$ cat config.mk
export PLATFORM = sky130hd
export DESIGN_NAME = z80_daisy_ctrl_flat
export DESIGN_NICKNAME = d
export VERILOG_FILES = /design/src/rtl/z80_daisy_ctrl_pkg.sv /design/src/rtl/z80_daisy_ctrl_if.sv /design/src/rtl/z80_daisy_ctrl_retx_decoder.sv /design/src/rtl/z80_daisy_ctrl.sv /design/src/flat_wrapper.sv
export SDC_FILE = /design/constraint.sdc
export NUM_CORES = 1
export LEC_CHECK = 0
export CELL_PAD_IN_SITES_DETAIL_PLACEMENT = 1
export CELL_PAD_IN_SITES_GLOBAL_PLACEMENT = 2
export CORE_MARGIN = 3
export CORE_UTILIZATION = 25
export DETAILED_ROUTE_END_ITERATION = 10
export PLACE_DENSITY_LB_ADDON = 0.3
export SYNTH_ARGS = -nofsm -noshare
export SYNTH_HDL_FRONTEND = slang
export SYNTH_HIERARCHICAL = 1
export SYNTH_SLANG_ARGS = --single-unit
$ cat constraint.sdc
create_clock -name I_CLK -period 1.95 [get_ports I_CLK]
set_clock_uncertainty 0.15 [all_clocks]
set_input_delay 0.195 -clock I_CLK [delete_from_list [all_inputs] [get_ports I_CLK]]
set_output_delay 0.195 -clock I_CLK [all_outputs]
set_load 0.02 [all_outputs]
$ cat src/rtl/z80_daisy_ctrl_pkg.sv
// Shared opcode constants and decoder state codes for the Z80 daisy-chain controller.
package z80_daisy_ctrl_pkg;

  localparam logic [7:0] OP_CB   = 8'hCB;
  localparam logic [7:0] OP_ED   = 8'hED;
  localparam logic [7:0] OP_RETI = 8'h4D;
  localparam logic [7:0] OP_RETN = 8'h45;

  typedef enum logic [1:0] {
    S_IDLE = 2'd0,
    S_CB   = 2'd1,
    S_ED   = 2'd2
  } retx_state_e;

endpackage

$ cat src/rtl/z80_daisy_ctrl_if.sv
// CPU snoop, peripheral request and daisy-chain signals of the interrupt controller.
interface z80_daisy_ctrl_if #(
  parameter int NUM_CH = 4
) ();

  logic                  I_CLKEN;
  logic                  I_M1_n;
  logic                  I_MREQ_n;
  logic                  I_IORQ_n;
  logic [7:0]            I_D;
  logic [NUM_CH-1:0]     I_IRQ;
  logic [8*NUM_CH-1:0]   I_VEC;
  logic                  I_IEI;
  logic                  O_IEO;
  logic                  O_INT_n;
  logic [7:0]            O_VEC;
  logic                  O_VEC_OE;
  logic [NUM_CH-1:0]     O_IUS;
  logic                  O_RETI;
  logic                  O_RETN;

  modport slave (
    input  I_CLKEN, I_M1_n, I_MREQ_n, I_IORQ_n, I_D, I_IRQ, I_VEC, I_IEI,
    output O_IEO, O_INT_n, O_VEC, O_VEC_OE, O_IUS, O_RETI, O_RETN
  );

  modport master (
    output I_CLKEN, I_M1_n, I_MREQ_n, I_IORQ_n, I_D, I_IRQ, I_VEC, I_IEI,
    input  O_IEO, O_INT_n, O_VEC, O_VEC_OE, O_IUS, O_RETI, O_RETN
  );

endinterface

$ cat src/rtl/z80_daisy_ctrl_retx_decoder.sv
// Snoops M1 opcode fetches and emits one-CLKEN pulses for RETI (ED 4D) and RETN (ED 45).
module z80_daisy_ctrl_retx_decoder
  import z80_daisy_ctrl_pkg::*;
#(
  parameter bit DETECT_RETN = 1'b1
) (
  input  logic       clk_i,
  input  logic       rst_ni,
  input  logic       clken_i,
  input  logic       fetch_i,
  input  logic [7:0] d_i,
  output logic       reti_o,
  output logic       retn_o
);

  logic        fetch_q;
  logic [7:0]  op_q;
  retx_state_e state_q, state_d;
  logic        reti_q, reti_d;
  logic        retn_q, retn_d;
  logic        fetch_end;

  // The last byte sampled during the fetch is the opcode; it is judged once M1/MREQ release.
  assign fetch_end = fetch_q & ~fetch_i;

  always_ff @(posedge clk_i or negedge rst_ni) begin
    if (!rst_ni) begin
      fetch_q <= 1'b0;
      op_q    <= 8'h00;
      state_q <= S_IDLE;
      reti_q  <= 1'b0;
      retn_q  <= 1'b0;
    end else if (clken_i) begin
      fetch_q <= fetch_i;
      if (fetch_i) begin
        op_q <= d_i;
      end
      state_q <= state_d;
      reti_q  <= reti_d;
      retn_q  <= retn_d;
    end
  end

  always_comb begin
    state_d = state_q;
    reti_d  = 1'b0;
    retn_d  = 1'b0;
    if (fetch_end) begin
      case (state_q)
        S_IDLE: begin
          if (op_q == OP_CB) begin
            state_d = S_CB;
          end else if (op_q == OP_ED) begin
            state_d = S_ED;
          end
        end
        S_CB: state_d = S_IDLE;
        // A second ED is an opcode byte here, so it returns to idle rather than re-priming.
        S_ED: begin
          reti_d  = (op_q == OP_RETI);
          retn_d  = DETECT_RETN && (op_q == OP_RETN);
          state_d = S_IDLE;
        end
        default: state_d = S_IDLE;
      endcase
    end
  end

  assign reti_o = reti_q;
  assign retn_o = retn_q;

endmodule

$ cat src/rtl/z80_daisy_ctrl.sv
// Z80 mode-2 daisy-chain interrupt controller: pending/in-service tracking, priority, IM2 vector.
module z80_daisy_ctrl
  import z80_daisy_ctrl_pkg::*;
#(
  parameter int NUM_CH      = 4,
  parameter bit DETECT_RETN = 1'b1
) (
  input  logic I_CLK,
  input  logic I_RESET_n,
  z80_daisy_ctrl_if.slave bus
);

  localparam int CH_W = (NUM_CH > 1) ? $clog2(NUM_CH) : 1;

  logic              fetch, inta, inta_q, inta_rise;
  logic [NUM_CH-1:0] irq_q;
  logic [NUM_CH-1:0] pend_q, pend_d;
  logic [NUM_CH-1:0] ius_q, ius_d;
  logic              oe_q, oe_d;
  logic [CH_W-1:0]   winner_q, winner_d;
  logic [NUM_CH-1:0] chain_en, req, win_mask, ius_low;
  logic [CH_W-1:0]   win_idx;
  logic [7:0]        vec_arr [NUM_CH];
  logic              reti, retn;

  assign fetch     = ~bus.I_M1_n & ~bus.I_MREQ_n;
  assign inta      = ~bus.I_M1_n & ~bus.I_IORQ_n;
  assign inta_rise = inta & ~inta_q;

  z80_daisy_ctrl_retx_decoder #(
    .DETECT_RETN(DETECT_RETN)
  ) u_retx (
    .clk_i   (I_CLK),
    .rst_ni  (I_RESET_n),
    .clken_i (bus.I_CLKEN),
    .fetch_i (fetch),
    .d_i     (bus.I_D),
    .reti_o  (reti),
    .retn_o  (retn)
  );

  // A channel may request only while no higher-priority channel (or upstream device) is in service.
  generate
    for (genvar gi = 0; gi < NUM_CH; gi++) begin : g_chain
      if (gi == 0) begin : g_first
        assign chain_en[gi] = bus.I_IEI;
      end else begin : g_rest
        assign chain_en[gi] = bus.I_IEI & ~|ius_q[gi-1:0];
      end
      assign vec_arr[gi] = bus.I_VEC[8*gi +: 8];
    end
  endgenerate

  assign req = chain_en & ~ius_q & pend_q;

  always_comb begin
    win_idx = '0;
    for (int i = NUM_CH - 1; i >= 0; i--) begin
      if (req[i]) begin
        win_idx = CH_W'(i);
      end
    end
  end

  assign win_mask = NUM_CH'(1) << win_idx;
  assign ius_low  = ius_q & (~ius_q + NUM_CH'(1));

  always_comb begin
    pend_d   = pend_q;
    ius_d    = ius_q;
    oe_d     = oe_q;
    winner_d = winner_q;
    if (reti && bus.I_IEI) begin
      ius_d = ius_q & ~ius_low;
    end
    if (inta_rise && (|req)) begin
      ius_d    = ius_d | win_mask;
      pend_d   = pend_d & ~win_mask;
      oe_d     = 1'b1;
      winner_d = win_idx;
    end else if (!inta) begin
      oe_d = 1'b0;
    end
    // A new request edge arriving with the acknowledge keeps the channel pending.
    pend_d = pend_d | (bus.I_IRQ & ~irq_q);
  end

  always_ff @(posedge I_CLK or negedge I_RESET_n) begin
    if (!I_RESET_n) begin
      inta_q   <= 1'b0;
      irq_q    <= '0;
      pend_q   <= '0;
      ius_q    <= '0;
      oe_q     <= 1'b0;
      winner_q <= '0;
    end else if (bus.I_CLKEN) begin
      inta_q   <= inta;
      irq_q    <= bus.I_IRQ;
      pend_q   <= pend_d;
      ius_q    <= ius_d;
      oe_q     <= oe_d;
      winner_q <= winner_d;
    end
  end

  // The bus is released as soon as the CPU ends the acknowledge, not at the next CLKEN.
  assign bus.O_VEC_OE = oe_q & inta;
  assign bus.O_VEC    = bus.O_VEC_OE ? vec_arr[winner_q] : 8'h00;
  assign bus.O_INT_n  = ~|req;
  assign bus.O_IEO    = bus.I_IEI & ~|ius_q & ~((|pend_q) & ~bus.I_M1_n);
  assign bus.O_IUS    = ius_q;
  assign bus.O_RETI   = reti;
  assign bus.O_RETN   = retn;

endmodule

$ cat src/flat_wrapper.sv
// flat-port wrapper written by rule: the top's interface ports become plain ports
module z80_daisy_ctrl_flat import z80_daisy_ctrl_pkg::*;
#(
  parameter int NUM_CH      = 4,
  parameter bit DETECT_RETN = 1'b1
)
  (I_CLK, I_RESET_n, bus_I_CLKEN, bus_I_M1_n, bus_I_MREQ_n, bus_I_IORQ_n, bus_I_D, bus_I_IRQ, bus_I_VEC, bus_I_IEI, bus_O_IEO, bus_O_INT_n, bus_O_VEC, bus_O_VEC_OE, bus_O_IUS, bus_O_RETI, bus_O_RETN);
  z80_daisy_ctrl_if #(.NUM_CH(NUM_CH)) bus_i ();
  input  logic I_CLK;
  input  logic I_RESET_n;
  input wire logic [$bits(bus_i.I_CLKEN)-1:0] bus_I_CLKEN;
  input wire logic [$bits(bus_i.I_M1_n)-1:0] bus_I_M1_n;
  input wire logic [$bits(bus_i.I_MREQ_n)-1:0] bus_I_MREQ_n;
  input wire logic [$bits(bus_i.I_IORQ_n)-1:0] bus_I_IORQ_n;
  input wire logic [$bits(bus_i.I_D)-1:0] bus_I_D;
  input wire logic [$bits(bus_i.I_IRQ)-1:0] bus_I_IRQ;
  input wire logic [$bits(bus_i.I_VEC)-1:0] bus_I_VEC;
  input wire logic [$bits(bus_i.I_IEI)-1:0] bus_I_IEI;
  output wire logic [$bits(bus_i.O_IEO)-1:0] bus_O_IEO;
  output wire logic [$bits(bus_i.O_INT_n)-1:0] bus_O_INT_n;
  output wire logic [$bits(bus_i.O_VEC)-1:0] bus_O_VEC;
  output wire logic [$bits(bus_i.O_VEC_OE)-1:0] bus_O_VEC_OE;
  output wire logic [$bits(bus_i.O_IUS)-1:0] bus_O_IUS;
  output wire logic [$bits(bus_i.O_RETI)-1:0] bus_O_RETI;
  output wire logic [$bits(bus_i.O_RETN)-1:0] bus_O_RETN;
  assign bus_i.I_CLKEN = bus_I_CLKEN;
  assign bus_i.I_M1_n = bus_I_M1_n;
  assign bus_i.I_MREQ_n = bus_I_MREQ_n;
  assign bus_i.I_IORQ_n = bus_I_IORQ_n;
  assign bus_i.I_D = bus_I_D;
  assign bus_i.I_IRQ = bus_I_IRQ;
  assign bus_i.I_VEC = bus_I_VEC;
  assign bus_i.I_IEI = bus_I_IEI;
  assign bus_O_IEO = bus_i.O_IEO;
  assign bus_O_INT_n = bus_i.O_INT_n;
  assign bus_O_VEC = bus_i.O_VEC;
  assign bus_O_VEC_OE = bus_i.O_VEC_OE;
  assign bus_O_IUS = bus_i.O_IUS;
  assign bus_O_RETI = bus_i.O_RETI;
  assign bus_O_RETN = bus_i.O_RETN;
  z80_daisy_ctrl #(.NUM_CH(NUM_CH), .DETECT_RETN(DETECT_RETN)) u_core (.I_CLK(I_CLK), .I_RESET_n(I_RESET_n), .bus(bus_i));
endmodule
==> flow_summary.yaml, run 1 <==
timing:
  hold_viol: 0
  clock.fmax_mhz: 505
  fin_crit_ns: 1.98
  slew_headroom_pct: 70.5
  slew_violations: 0
  tightestPinTransition_ns: 0.436
  setup_viol: 8
  whs_ns: 0.154
  setup_slack_ns: -0.0321
  period_share_pct: 102
  fin_setup_tns_ns: -0.141
  rsz0062_at_grt: "yes"
critical_path:
  max_stage_delay_ns: 0.50
  endpoint_kind: "primary output"
  critical_path.slowest_cell: "mux4_2"
  critPathBufInv: 2
  crit_type: "register to primary output"
  cp-start-kind: "register"
  path_delay_family: "multiplexers"
  required_ns: 1.60
  crit_chain: "buf_12, mux4_2, and3_4, buf_6"
  reg2reg_slack_ns: 0.20
  arrival_ns: 1.64
  worst-path-max-fanout: 8
synth:
  synthDistinctLibCells: 38
  synth_edf_count: 0
  synthArstFlopShare_pct: 100
  synth_area_leaders: "dfrtp_1 (46%), mux4_2 (11%), mux2_2 (6.4%), o21ai_0 (3.8%), and3_1 (3.6%)"
  yosysTopAreaCell: "dfrtp_1"
  yosysMostFrequentCell: "dfrtp_1"
  yosys_warnings: 6
  synth_cells: 140
  ys_seq_elements: 29
  synth.avg_cell_area_um2: 11.3
  syn-cell-area_um2: 1580
  synth_ff_type: "dfrtp_1"
  yosysSeqAreaShare_pct: 45.8
  synth.top_cell.area_share_pct: 45.8
  syn_nets: 191
  netlist_top_cells_count: "dfrtp_1 (29), nand2_1 (12), o21ai_0 (12), and3_1 (9), mux2_2 (9)"
grt:
  grt_pass1_wl_um: 8250
  grt_antenna_before_repair: 0
  grt_pass1_vias: 1684
  grt_max_degree: 30
  gr-total-overflow: 0
  gr-usage-all-layers_pct: 14.0
place:
  dpl.hpwl_um: 3930
  dp_slack_ns: -0.251
  place.gp.congestion: 0.849
  port_buffers: 67
  dpl-instance-area_um2: 2510
  dp_cells: 300
power_and_ir_drop:
  p_per_area_nw_per_um2: 676
  p_int_mw: 1.28
  p_comb_share_pct: 30.9
  p_sw_mw: 0.505
  p_total_mw: 1.78
  power.share.sequential_pct: 41.3
  p_clk_share_pct: 27.8
  vdd_drop_max_uv: 391
  swShare_pct: 28.3
  leakagePower_nw: 1.10
worst_hold_path:
  hp-class: "input port to asynchronous set/reset pin"
clock_network:
  cts_buffer_depth: 2
  cts-root-buf: "clkbuf_8"
  clkLatencyLatePin_ns: 0.28
  cts_sinks: 29
  cts_made_buffers: 5
  htree_levels: 2
  clkTransAtPathRegs_ns: 0.06
  cts_tree: "built"
  postCtsHoldBufs: 0
floorplan:
  ioPinCount: 68
  num_rows: 28
  die_area_um2: 7330
  chipHeight_um: 85.6
  floorplan.initialDensity_pct: 26.3
  die_x_um: 85.6
  design.core.area_um2: 6030
layout:
  finalNonFillerCells: 307
  synthToLayoutAreaGrowth_pct: 66.7
  final_nets: 283
  drive_gt1_share_pct: 31.0
  final_area_um2: 2640
  diodes: 0
  post-route-util_pct: 43.8
routing:
  finalWirelength_um: 4970
  drt_iter0_markers: 24
  ant_nets: 0
  vias_per_cell: 4.86
  route.detailed.drc: 0
  wl_per_cell_um: 16.2
  dr.pass1.iters: 2
  vias: 1491
outcome:
  outcome: "complete, but fails checks"
  violations: "setup timing"
run:
  cap_violations: 0
routing by layer:
metal  GRT usage, %  wire (um)
met3           3.07        318
met1           16.6       2140
met2           25.2       2440
met5              0          0
met4           4.17         65
cell usage in the layout, fill, tap and decap left out, drive strengths merged, types with 6 or more instances in the layout:
cell            n
o21ai          17
buf            30
dfrtp          29
inv             8
mux4            8
mux2           10
nand2          13
clkbuf         10
clkdlybuf4s50  56
nor2b           6
and3            9
power groups by stage:
| stage | combinational (mW) | sequential (mW) | clock [mW] |
|---|---|---|---|
| finish | 0.551 | 0.736 | 0.497 |
| global route | 0.599 | 0.748 | 0.533 |
| CTS | 0.559 | 0.736 | 0.512 |
| detailed placement | 0.553 | 0.741 | 0 |
| global placement | 0.536 | 0.737 | 0 |
| floorplan | 0.228 | 0.749 | 0 |
final timing paths:
check,from,to,depth (start not counted)
max in group asynchronous,I_RESET_n,u_core/irq_q[0]$_DFFE_PN0P_,2
min in group I_CLK,u_core/irq_q[2]$_DFFE_PN0P_,u_core/pend_q[2]$_DFFE_PN0P_,1
worst max-delay path,u_core/winner_q[0]$_DFFE_PN0P_,bus_O_VEC[3],4
worst max register to register,u_core/bus.O_IUS[2]$_DFFE_PN0P_,u_core/winner_q[0]$_DFFE_PN0P_,5
worst min register to register,u_core/irq_q[2]$_DFFE_PN0P_,u_core/pend_q[2]$_DFFE_PN0P_,1
worst min-delay path,I_RESET_n,u_core/irq_q[3]$_DFFE_PN0P_,2
registers in the layout, indices dropped and copies added, names as in the netlist:
name / flops
u_core/u_retx/op_q: 8
u_core/bus.O_IUS: 4
u_core/oe_q: 1
u_core/inta_q: 1
u_core/u_retx/state_q: 2
u_core/winner_q: 2
u_core/pend_q: 4
u_core/u_retx/reti_o: 1
u_core/u_retx/retn_o: 1
u_core/u_retx/fetch_q: 1
u_core/irq_q: 4
worst register-to-register path, cell delays in order, from the launching register on:
cell     delay [ns]
dfrtp_1        0.41
nor4b_4        0.32
o21ai_1        0.12
buf_4          0.15
a21oi_2        0.15
mux2_1         0.33
kinds of logic (layout without fill, tap and decap cells):
group	Yosys count	count (layout)	share of synthesized area [%]
multiplexers	18	18	18.5
AND/OR/NAND/NOR	53	53	21.8
buffers and inverters	12	104	2.92
AO/OA/AOI/OAI	28	28	11.0
flip-flops	29	29	45.8
layout make-up:
cell class              count  area [um^2]
fillers                   669         3390
multi-input cells          99          861
repair buffers             89          843
flip-flops and latches     29          726
well taps                  75         93.8
clock buffers               7         86.3
inverters                   8         30.0
timing repair:
item / in CTS / in global routing
pin swaps: 7 / 0
resized for setup: 58 / 9
buffers inserted: 0 / 0
endpoints found under the setup margin: 11 / 11
Note: power is estimated with default switching activity, not from simulation.
==> run 2: changes to the inputs <==
--- a/config.mk
+++ b/config.mk
@@ -5,12 +5,14 @@
 export SDC_FILE = /design/constraint.sdc
 export NUM_CORES = 1
 export LEC_CHECK = 0
+export CAP_MARGIN = 20
 export CELL_PAD_IN_SITES_DETAIL_PLACEMENT = 1
 export CELL_PAD_IN_SITES_GLOBAL_PLACEMENT = 2
 export CORE_MARGIN = 3
 export CORE_UTILIZATION = 25
 export DETAILED_ROUTE_END_ITERATION = 10
 export PLACE_DENSITY_LB_ADDON = 0.3
+export SETUP_SLACK_MARGIN = 0.15
 export SYNTH_ARGS = -nofsm -noshare
 export SYNTH_HDL_FRONTEND = slang
 export SYNTH_HIERARCHICAL = 1
==> run 2 against run 1 <==
Die area unchanged. Sequential power is essentially flat. Register-to-register slack lost 0.06 ns. Power increased by 3.5%. The run still ends with setup timing left. Hold slack lost 0.0048 ns. Routed wire length up 2.2%.
==> flow_summary.yaml, run 2 (synthesized netlist as in run 1, its figures left out) <==
critical_path:
  path_delay_family: "multiplexers"
  arrival_ns: 1.64
  crit_type: "register to primary output"
  required_ns: 1.60
  critPathBufInv: 2
  max_stage_delay_ns: 0.51
  cp-start-kind: "register"
  crit_chain: "buf_12, mux4_2, and3_4, buf_6"
  critical_path.slowest_cell: "mux4_2"
  endpoint_kind: "primary output"
  worst-path-max-fanout: 8
timing:
  slew_violations: 0
  period_share_pct: 102
  clock.fmax_mhz: 504
  setup_slack_ns: -0.0325
  tightestPinTransition_ns: 0.445
  hold_viol: 0
  fin_setup_tns_ns: -0.141
  fin_crit_ns: 1.98
  rsz0062_at_grt: "yes"
  setup_viol: 8
  slew_headroom_pct: 70.3
grt:
  gr-total-overflow: 0
  grt_max_degree: 30
  gr-usage-all-layers_pct: 14.3
  grt_pass1_wl_um: 8420
  grt_antenna_before_repair: 0
  grt_pass1_vias: 1687
place:
  dpl-instance-area_um2: 2510
  port_buffers: 67
  place.gp.congestion: 0.849
  dpl.hpwl_um: 3930
layout:
  synthToLayoutAreaGrowth_pct: 74.7
  drive_gt1_share_pct: 36.6
  final_area_um2: 2770
  diodes: 0
  fillers: 644
  largest_register_ffs: 8
  final_nets: 286
  layout_commonest_cell: "clkdlybuf4s50_1"
  top_register: "u_core/u_retx/op_q"
  layout_common_cells: "clkdlybuf4s50_1 (52), dfrtp_1 (29), buf_4 (24)"
power_and_ir_drop:
  p_per_area_nw_per_um2: 667
  vdd_drop_max_uv: 396
  leakagePower_nw: 1.21
run:
  cap_violations: 0
floorplan:
  design.core.area_um2: 6030
  die_x_um: 85.6
  die_area_um2: 7330
  ioPinCount: 68
  num_rows: 28
  chipHeight_um: 85.6
  floorplan.initialDensity_pct: 26.3
routing:
  vias: 1527
  vias_per_cell: 4.93
  route.detailed.drc: 0
  dr.pass1.iters: 4
  finalWirelength_um: 5070
  ant_nets: 0
  wl_per_cell_um: 16.4
  drt_iter0_markers: 22
clock_network:
  cts_buffer_depth: 2
  clkTransAtPathRegs_ns: 0.06
  cts_made_buffers: 5
  clkLatencyLatePin_ns: 0.28
  htree_levels: 2
  postCtsHoldBufs: 0
  cts-root-buf: "clkbuf_8"
  cts_sinks: 29
  cts_tree: "built"
outcome:
  violations: "setup timing"
  outcome: "complete, but fails checks"
worst_hold_path:
  hp-class: "input port to asynchronous set/reset pin"
run 2: changes by cell type in the layout (fill, tap and decap cells not counted), sizes merged:
cell,before,now
buf,30,35
clkdlybuf4s50,56,52
dlymetal6s2s,0,4
clkbuf,10,7
clkdlybuf4s15,0,1
run 2: report_power, final:
part / switching (mW) / internal, mW
registers: 0.0682 / 0.671
logic: 0.243 / 0.365
clock network: 0.219 / 0.279
run 2: worst paths after layout:
path | depth (start not counted) | start | to | slack (ns)
max | 4 | u_core/winner_q[0]$_DFFE_PN0P_ | bus_O_VEC[7] | -0.03
max reg2reg | 6 | u_core/bus.O_IUS[0]$_DFFE_PN0P_ | u_core/winner_q[0]$_DFFE_PN0P_ | 0.14
min | 2 | I_RESET_n | u_core/irq_q[3]$_DFFE_PN0P_ | 0.15
max in group asynchronous | 2 | I_RESET_n | u_core/irq_q[0]$_DFFE_PN0P_ | 1.22
min in group I_CLK | 1 | u_core/irq_q[1]$_DFFE_PN0P_ | u_core/pend_q[1]$_DFFE_PN0P_ | 0.30
min reg2reg | 1 | u_core/irq_q[1]$_DFFE_PN0P_ | u_core/pend_q[1]$_DFFE_PN0P_ | 0.30
run 2: worst reg2reg max path, cell delays in order, from the launching register on:
cell and delay [ns]:
dfrtp_1 0.41, nor4b_4 0.32, o21ai_2 0.09, buf_4 0.13, buf_4 0.13, a21oi_4 0.13
mux2_1 0.33
run 2: timing repair:
item	4_1_cts	5_1_grt
setup buffers	2	1
resized for setup	73	20
pin swaps	6	5
setup endpoints to repair	12	20
run 2: through the flow:
stage	utilization [%]	hold WS, ns	worst slack [ns]	instances	power [mW]
floorplan	-	-0.251	0.217	140	0.977
global placement	41.7	0.276	-0.244	300	1.27
detailed placement	41.7	0.286	-0.251	300	1.29
CTS	44.4	0.174	-0.0363	309	1.83
global route	45.9	0.197	-0.0840	310	1.94
finish	45.9	0.150	-0.0325	310	1.85
run 2: final cells by class:
class | instances | area, um^2 | share of cell area (%)
Clock buffer | 7 | 86.3 | 3.12
Sequential cell | 29 | 726 | 26.2
Tap cell | 75 | 93.8 | 3.39
Multi-Input combinational cell | 99 | 937 | 33.9
Inverter | 8 | 30.0 | 1.08
Timing Repair Buffer | 92 | 895 | 32.3
run 2: per-layer routing:
layer | wire length (um) | track usage (%) | up-vias
met3 | 346 | 3.07 | 7
met5 | 0 | 0 | -
met2 | 2520 | 25.5 | 65
met4 | 80 | 4.17 | 0
li1 | - | - | 710
met1 | 2130 | 17.3 | 745
